**src/rtl/des_data_buffer.sv**
```systemverilog
// Word FIFOs, key registers and block pack/unpack between the APB decoder and the 3DES core.
// Counts are registered, data_out and block_* come straight from storage; one block in flight, output space reserved before issue.
module des_data_buffer #(
    parameter int IN_DEPTH  = 24,
    parameter int OUT_DEPTH = 24
) (
    input  logic        clk,
    input  logic        n_rst,
    input  logic [2:0]  mode,
    input  logic [31:0] PWDATA,
    output logic [4:0]  data_in_cnt,
    output logic [4:0]  data_out_cnt,
    output logic [31:0] data_out,
    output logic [63:0] key1,
    output logic [63:0] key2,
    output logic        block_valid,
    output logic [63:0] block_data,
    output logic        block_enc,
    input  logic        block_ready,
    input  logic        result_valid,
    input  logic [63:0] result_data
);

    localparam logic [2:0] MODE_WR_ENC = 3'd1;
    localparam logic [2:0] MODE_WR_DEC = 3'd2;
    localparam logic [2:0] MODE_KEY1   = 3'd3;
    localparam logic [2:0] MODE_KEY2   = 3'd4;
    localparam logic [2:0] MODE_CLEAR  = 3'd5;
    localparam logic [2:0] MODE_READ   = 3'd6;

    localparam logic [4:0] IN_FULL  = 5'(IN_DEPTH);
    localparam logic [4:0] IN_LAST  = 5'(IN_DEPTH - 1);
    localparam logic [4:0] OUT_LIM  = 5'(OUT_DEPTH - 2);
    localparam logic [4:0] OUT_LAST = 5'(OUT_DEPTH - 1);

    typedef enum logic [1:0] {IDLE, ISSUE, WAIT, DRAIN} state_e;

    function automatic logic [4:0] ptr_inc(input logic [4:0] p, input logic [4:0] last);
        return (p == last) ? 5'd0 : p + 5'd1;
    endfunction

    logic [32:0] in_mem_q  [IN_DEPTH];
    logic [31:0] out_mem_q [OUT_DEPTH];

    state_e      state_q, state_d;
    logic [4:0]  in_wp_q, in_wp_d, in_rp_q, in_rp_d, in_cnt_q, in_cnt_d;
    logic [4:0]  out_wp_q, out_wp_d, out_rp_q, out_rp_d, out_cnt_q, out_cnt_d;
    logic [63:0] key1_q, key1_d, key2_q, key2_d;
    logic        key1_tog_q, key1_tog_d, key2_tog_q, key2_tog_d;

    logic        clr, wr_in, rd_out, in_pop, out_push, key_pend;
    logic [4:0]  in_rp_nxt;

    assign clr       = (mode == MODE_CLEAR);
    assign wr_in     = ((mode == MODE_WR_ENC) || (mode == MODE_WR_DEC)) && (in_cnt_q != IN_FULL);
    assign rd_out    = (mode == MODE_READ) && (out_cnt_q != 5'd0);
    assign key_pend  = key1_tog_q | key2_tog_q;
    assign in_rp_nxt = ptr_inc(in_rp_q, IN_LAST);

    assign data_in_cnt  = in_cnt_q;
    assign data_out_cnt = out_cnt_q;
    assign data_out     = (out_cnt_q == 5'd0) ? 32'd0 : out_mem_q[out_rp_q];
    assign key1         = key1_q;
    assign key2         = key2_q;
    // The read pointer only moves in ISSUE by acceptance, so the head pair is stable while offered.
    assign block_data   = {in_mem_q[in_rp_q][31:0], in_mem_q[in_rp_nxt][31:0]};
    assign block_enc    = in_mem_q[in_rp_q][32];

    always_comb begin
        state_d     = state_q;
        block_valid = (state_q == ISSUE);
        in_pop      = 1'b0;
        out_push    = 1'b0;
        unique case (state_q)
            IDLE: begin
                if (!clr && (in_cnt_q >= 5'd2) && (out_cnt_q <= OUT_LIM) && !key_pend)
                    state_d = ISSUE;
            end
            ISSUE: begin
                if (block_ready) begin
                    in_pop  = 1'b1;
                    state_d = clr ? DRAIN : WAIT;
                end else if (clr) begin
                    state_d = IDLE;
                end
            end
            WAIT: begin
                if (result_valid) begin
                    out_push = !clr;
                    state_d  = IDLE;
                end else if (clr) begin
                    state_d = DRAIN;
                end
            end
            DRAIN: begin
                if (result_valid) state_d = IDLE;
            end
            default: state_d = IDLE;
        endcase
    end

    always_comb begin
        in_wp_d    = in_wp_q;
        in_rp_d    = in_rp_q;
        in_cnt_d   = in_cnt_q;
        out_wp_d   = out_wp_q;
        out_rp_d   = out_rp_q;
        out_cnt_d  = out_cnt_q;
        key1_d     = key1_q;
        key2_d     = key2_q;
        key1_tog_d = key1_tog_q;
        key2_tog_d = key2_tog_q;
        if (clr) begin
            in_wp_d    = 5'd0;
            in_rp_d    = 5'd0;
            in_cnt_d   = 5'd0;
            out_wp_d   = 5'd0;
            out_rp_d   = 5'd0;
            out_cnt_d  = 5'd0;
            key1_tog_d = 1'b0;
            key2_tog_d = 1'b0;
        end else begin
            if (wr_in)    in_wp_d  = ptr_inc(in_wp_q, IN_LAST);
            if (in_pop)   in_rp_d  = ptr_inc(in_rp_nxt, IN_LAST);
            if (out_push) out_wp_d = ptr_inc(ptr_inc(out_wp_q, OUT_LAST), OUT_LAST);
            if (rd_out)   out_rp_d = ptr_inc(out_rp_q, OUT_LAST);
            in_cnt_d  = in_cnt_q + {4'd0, wr_in} - (in_pop ? 5'd2 : 5'd0);
            out_cnt_d = out_cnt_q + (out_push ? 5'd2 : 5'd0) - {4'd0, rd_out};
            if (mode == MODE_KEY1) begin
                if (key1_tog_q) key1_d[31:0]  = PWDATA;
                else            key1_d[63:32] = PWDATA;
                key1_tog_d = !key1_tog_q;
            end
            if (mode == MODE_KEY2) begin
                if (key2_tog_q) key2_d[31:0]  = PWDATA;
                else            key2_d[63:32] = PWDATA;
                key2_tog_d = !key2_tog_q;
            end
        end
    end

    always_ff @(posedge clk) begin
        if (wr_in && !clr)
            in_mem_q[in_wp_q] <= {(mode == MODE_WR_ENC), PWDATA};
        if (out_push) begin
            out_mem_q[out_wp_q]                     <= result_data[63:32];
            out_mem_q[ptr_inc(out_wp_q, OUT_LAST)]  <= result_data[31:0];
        end
    end

    always_ff @(posedge clk or negedge n_rst) begin
        if (!n_rst) begin
            state_q    <= IDLE;
            in_wp_q    <= 5'd0;
            in_rp_q    <= 5'd0;
            in_cnt_q   <= 5'd0;
            out_wp_q   <= 5'd0;
            out_rp_q   <= 5'd0;
            out_cnt_q  <= 5'd0;
            key1_q     <= 64'd0;
            key2_q     <= 64'd0;
            key1_tog_q <= 1'b0;
            key2_tog_q <= 1'b0;
        end else begin
            state_q    <= state_d;
            in_wp_q    <= in_wp_d;
            in_rp_q    <= in_rp_d;
            in_cnt_q   <= in_cnt_d;
            out_wp_q   <= out_wp_d;
            out_rp_q   <= out_rp_d;
            out_cnt_q  <= out_cnt_d;
            key1_q     <= key1_d;
            key2_q     <= key2_d;
            key1_tog_q <= key1_tog_d;
            key2_tog_q <= key2_tog_d;
        end
    end

endmodule

```
**config.mk**
```make
export PLATFORM = sky130hd
export DESIGN_NAME = des_data_buffer
export DESIGN_NICKNAME = d
export VERILOG_FILES = /design/src/rtl/des_data_buffer.sv
export SDC_FILE = /design/constraint.sdc
export NUM_CORES = 2
export LEC_CHECK = 0
export BUFFER_PORTS_ARGS = -buffer_cell sky130_fd_sc_hd__buf_2
export CAP_MARGIN = 10
export CORE_MARGIN = 2
export CORE_UTILIZATION = 50
export DETAILED_ROUTE_END_ITERATION = 16
export PLACE_DENSITY = 0.72
export SYNTH_ARGS = -nofsm -noshare
export SYNTH_HDL_FRONTEND = slang
export SYNTH_SLANG_ARGS = --single-unit
```
**constraint.sdc**
```tcl
create_clock -name clk -period 7.1 [get_ports clk]
set_input_delay 1.775 -clock clk [delete_from_list [all_inputs] [get_ports clk]]
set_output_delay 1.775 -clock clk [all_outputs]
set_load 0.02 [all_outputs]
```
==> results_dict.tcl <==
set metrics [dict create \
    final_layout_size_suffix_gt1_share_pct 44.15 \
    synth_cells 4765 \
    path_max_fanout 68 \
    slew_viol_final 0 \
    ys_warn_count 0 \
    io_buffers 338 \
    drc_errors 0 \
    power.clock.fraction_pct 30.9 \
    finalSetupViolations 0 \
    cts.htree.levels 4 \
    die_h_um 411.7 \
    fin_nets 5121 \
    finalWeightedCongestion 0.8303 \
    cellPowerDensity_nw_per_um2 325.2 \
    firstDrtPassIters 6 \
    grt_pass1_wl_mm 349.9 \
    die_w_um 411.7 \
    synth_edf_count 1560 \
    core-area_um2 165000 \
    layout.cells.non_filler 7332 \
    netlist_area_um2 83110 \
    timing.fmax_mhz 144.5 \
    cts-buffers-inserted 181 \
    pin_count 339 \
    drv_cap 0 \
    rows 149 \
    finalSetupTns_ns 0 \
    cts_root_buf "clkbuf_16" \
    antenna_found_initial 38 \
    dp_cells 6991 \
    wl_per_cell_um 33.14 \
    dieArea_um2 169500 \
    cp-start-kind "flip-flop" \
    p_comb_share_pct 28.9 \
    synth.ff_latch_count 1722 \
    track_usage_pct 28.64 \
    worstSkewPairLatency_ns 0.82 \
    crit_arrival_ns 5.14 \
    internal_power_mw 20.32 \
    vias 48940 \
    syn_area_per_cell_um2 17.44 \
    synthToLayoutAreaGrowth_pct 11.43 \
    period_share_pct 97.44 \
    tightestPinTransition_ns 1.327 \
    p_sw_mw 9.791 \
    drt_iter0_drc 6832 \
    cts.sinks 1722 \
    ant_nets 0 \
    initial_utilization_pct 50.37 \
    status "finished clean" \
    synth_nets 4901 \
    wirelength_mm 243.0 \
    hp-class "reg -> reg" \
    synthDistinctLibCells 82 \
    overflow 0 \
    hpwl_mm 140.4 \
    ys_seq_area_share_pct 61.25 \
    ir_drop_uv 246.4 \
    period_needed_ns 6.918 \
    clk_pin_slew_worst_paths_ns 0.06 \
    clockBufferDepth 3 \
    critPathCaptureType "primary output" \
    via_per_inst 6.675 \
    p_leak_nw 30.03 \
    synthFlopType "edfxtp_1" \
    hold_viol 0 \
    cp_data_required_time_ns 5.33 \
    sequentialPowerShare_pct 40.2 \
    grt_start_max_net_pins 125 \
    worst_slack_ns 0.1815 \
    total_power_mw 30.11 \
    cts_tree "built" \
    place_ws_ns 0.9830 \
    async_reset_ff_share_pct 9.408 \
    power.share.switching_pct 32.52 \
    grt_pass1_vias 49180 \
    rsz0062_at_grt "no" \
    maxSlewHeadroom_pct 11.02 \
    clock_skew_ns 0.02641 \
    setup.worst_path.class "reg -> out" \
]
==> critical path, stage by stage (launching register included) <==
cell and delay, ns:
dfrtp_4 0.79, buf_4 0.92, and2_1 0.30, o21ai_0 0.11, mux2i_1 0.37, or2_2 0.51
o22ai_1 0.17, a211oi_1 0.74, buf_2 0.31
==> worst paths after layout <==
check / startpoint / to / slack [ns] / depth (start not counted)
setup reg to reg: out_wp_q[1] / out_mem_q[8][16] / 2.68 / 9
setup / recovery: in_rp_q[0] / block_data[5] / 0.18 / 8
min in group asynchronous: n_rst / key2[26] / 0.86 / 1
max in group asynchronous: n_rst / key2[52] / 4.86 / 2
hold / removal: key1[0] / key1[0] / 0.50 / 1
hold reg to reg: key1[0] / key1[0] / 0.50 / 1
==> what timing repair did <==
| item | 4_1_cts | 5_1_grt |
|---|---|---|
| gates resized for setup | 0 | 1 |
| endpoints found under the setup margin | 0 | 1 |
| hold buffers | 0 | 0 |
| setup buffers | 0 | 0 |
==> flip-flops by register name (all words and copies together) (netlist names) <==
signal        cells
out_rp_q          5
out_mem_q       768
in_rp_q           5
data_in_cnt       5
key2             64
data_out_cnt      5
key2_tog_q        1
key1             64
key1_tog_q        1
out_wp_q          5
in_wp_q           5
in_mem_q        792
state_q           2
==> placed cells by master, fill, tap and decap left out, drive strengths merged, types with 9 or more instances in the layout <==
master      n
a211oi     61
a21o       20
a21oi      98
a22oi      13
a31oi      23
a32o       10
a32oi       9
and2       14
buf       489
bufinv     11
clkbuf    242
clkinv     67
dfrtp     162
edfxtp   1560
ha         32
inv        40
mux2      901
mux2i     132
mux4      554
nand2     209
nand3     105
nor2      179
nor3       19
o2111ai    10
o211ai     20
o21ai      19
o22ai      28
o311ai     10
==> final cells by class <==
cell class	instances	area, µm²
sequential	1722	50940
clock inverter	94	884.6
fill	12470	72390
timing repair buffer	490	3029
multi-input combinational	2562	30010
clock buffer	241	4877
antenna	6	15.01
inverter	28	110.1
tap	2189	2739
==> per-layer routing <==
| layer | vias up | wire [µm] | global-route usage [%] |
|---|---|---|---|
| met3 | 624 | 25080 | 6.274 |
| met1 | 25510 | 88420 | 37.37 |
| met2 | 3056 | 119400 | 47.01 |
| met4 | 24 | 9878 | 11.09 |
| met5 | - | 153 | 0 |
| li1 | 19730 | - | - |
==> power groups by stage <==
stage | logic (mW) | registers, mW | clock network, mW
floorplan | 5.46 | 12.4 | 0
global placement | 8.59 | 12.3 | 0
detailed placement | 8.67 | 12.3 | 0
CTS | 8.71 | 12.1 | 9.40
global route | 9.16 | 12.2 | 9.78
finish | 8.69 | 12.1 | 9.31
==> synthesized netlist by cell type (all sizes together), types with 4 or more instances <==
master	n	area (µm²)
or2	6	37.54
inv	27	101.4
a21oi	98	490.5
o221a	5	56.30
mux4	554	12480
a32oi	9	86.34
ha	32	400.4
dfrtp	162	4054
o211ai	20	180.2
edfxtp	1560	46840
a21o	20	150.1
buf	244	1643
nor4	5	31.28
and2	14	87.58
o22ai	28	175.2
o311ai	10	87.58
clkbuf	209	785.8
a31o	4	35.03
nand4	5	31.28
a32o	10	100.1
a211oi	61	473.0
nand2b	6	40.04
nor2	179	822.0
nand3	105	545.5
nor3	19	105.1
o32ai	5	43.79
nor2b	6	37.54
o2111ai	10	87.58
xor2	5	43.79
nand3b	6	48.80
nand2	209	812.0
a31oi	23	150.1
or3	5	31.28
a22oi	13	97.59
o21ai	19	95.09
nor3b	4	30.03
xnor2	7	68.82
mux2	901	10150
mux2i	132	1321
==> metrics by stage <==
| step | cell area [µm²] | utilization, % | hold slack, ns |
|---|---|---|---|
| floorplan | 83110 | - | 0.4877 |
| global placement | 86820 | 52.62 | 0.4820 |
| detailed placement | 86820 | 52.62 | 0.4879 |
| CTS | 92580 | 56.12 | 0.5009 |
| global route | 92590 | 56.12 | 0.5071 |
| finish | 92600 | 56.13 | 0.4991 |
==> cells by family after synthesis <==
kind of cell / count (synthesis) / synth area share (%)
mux: 1587 / 28.81
xor+xnor: 12 / 0.1355
compound gates: 347 / 2.903
flops: 1722 / 61.25
fa+ha+maj: 33 / 0.5059
simple gates: 583 / 3.350
buf+inv: 481 / 3.049
Power figures use the tool's default switching activity.
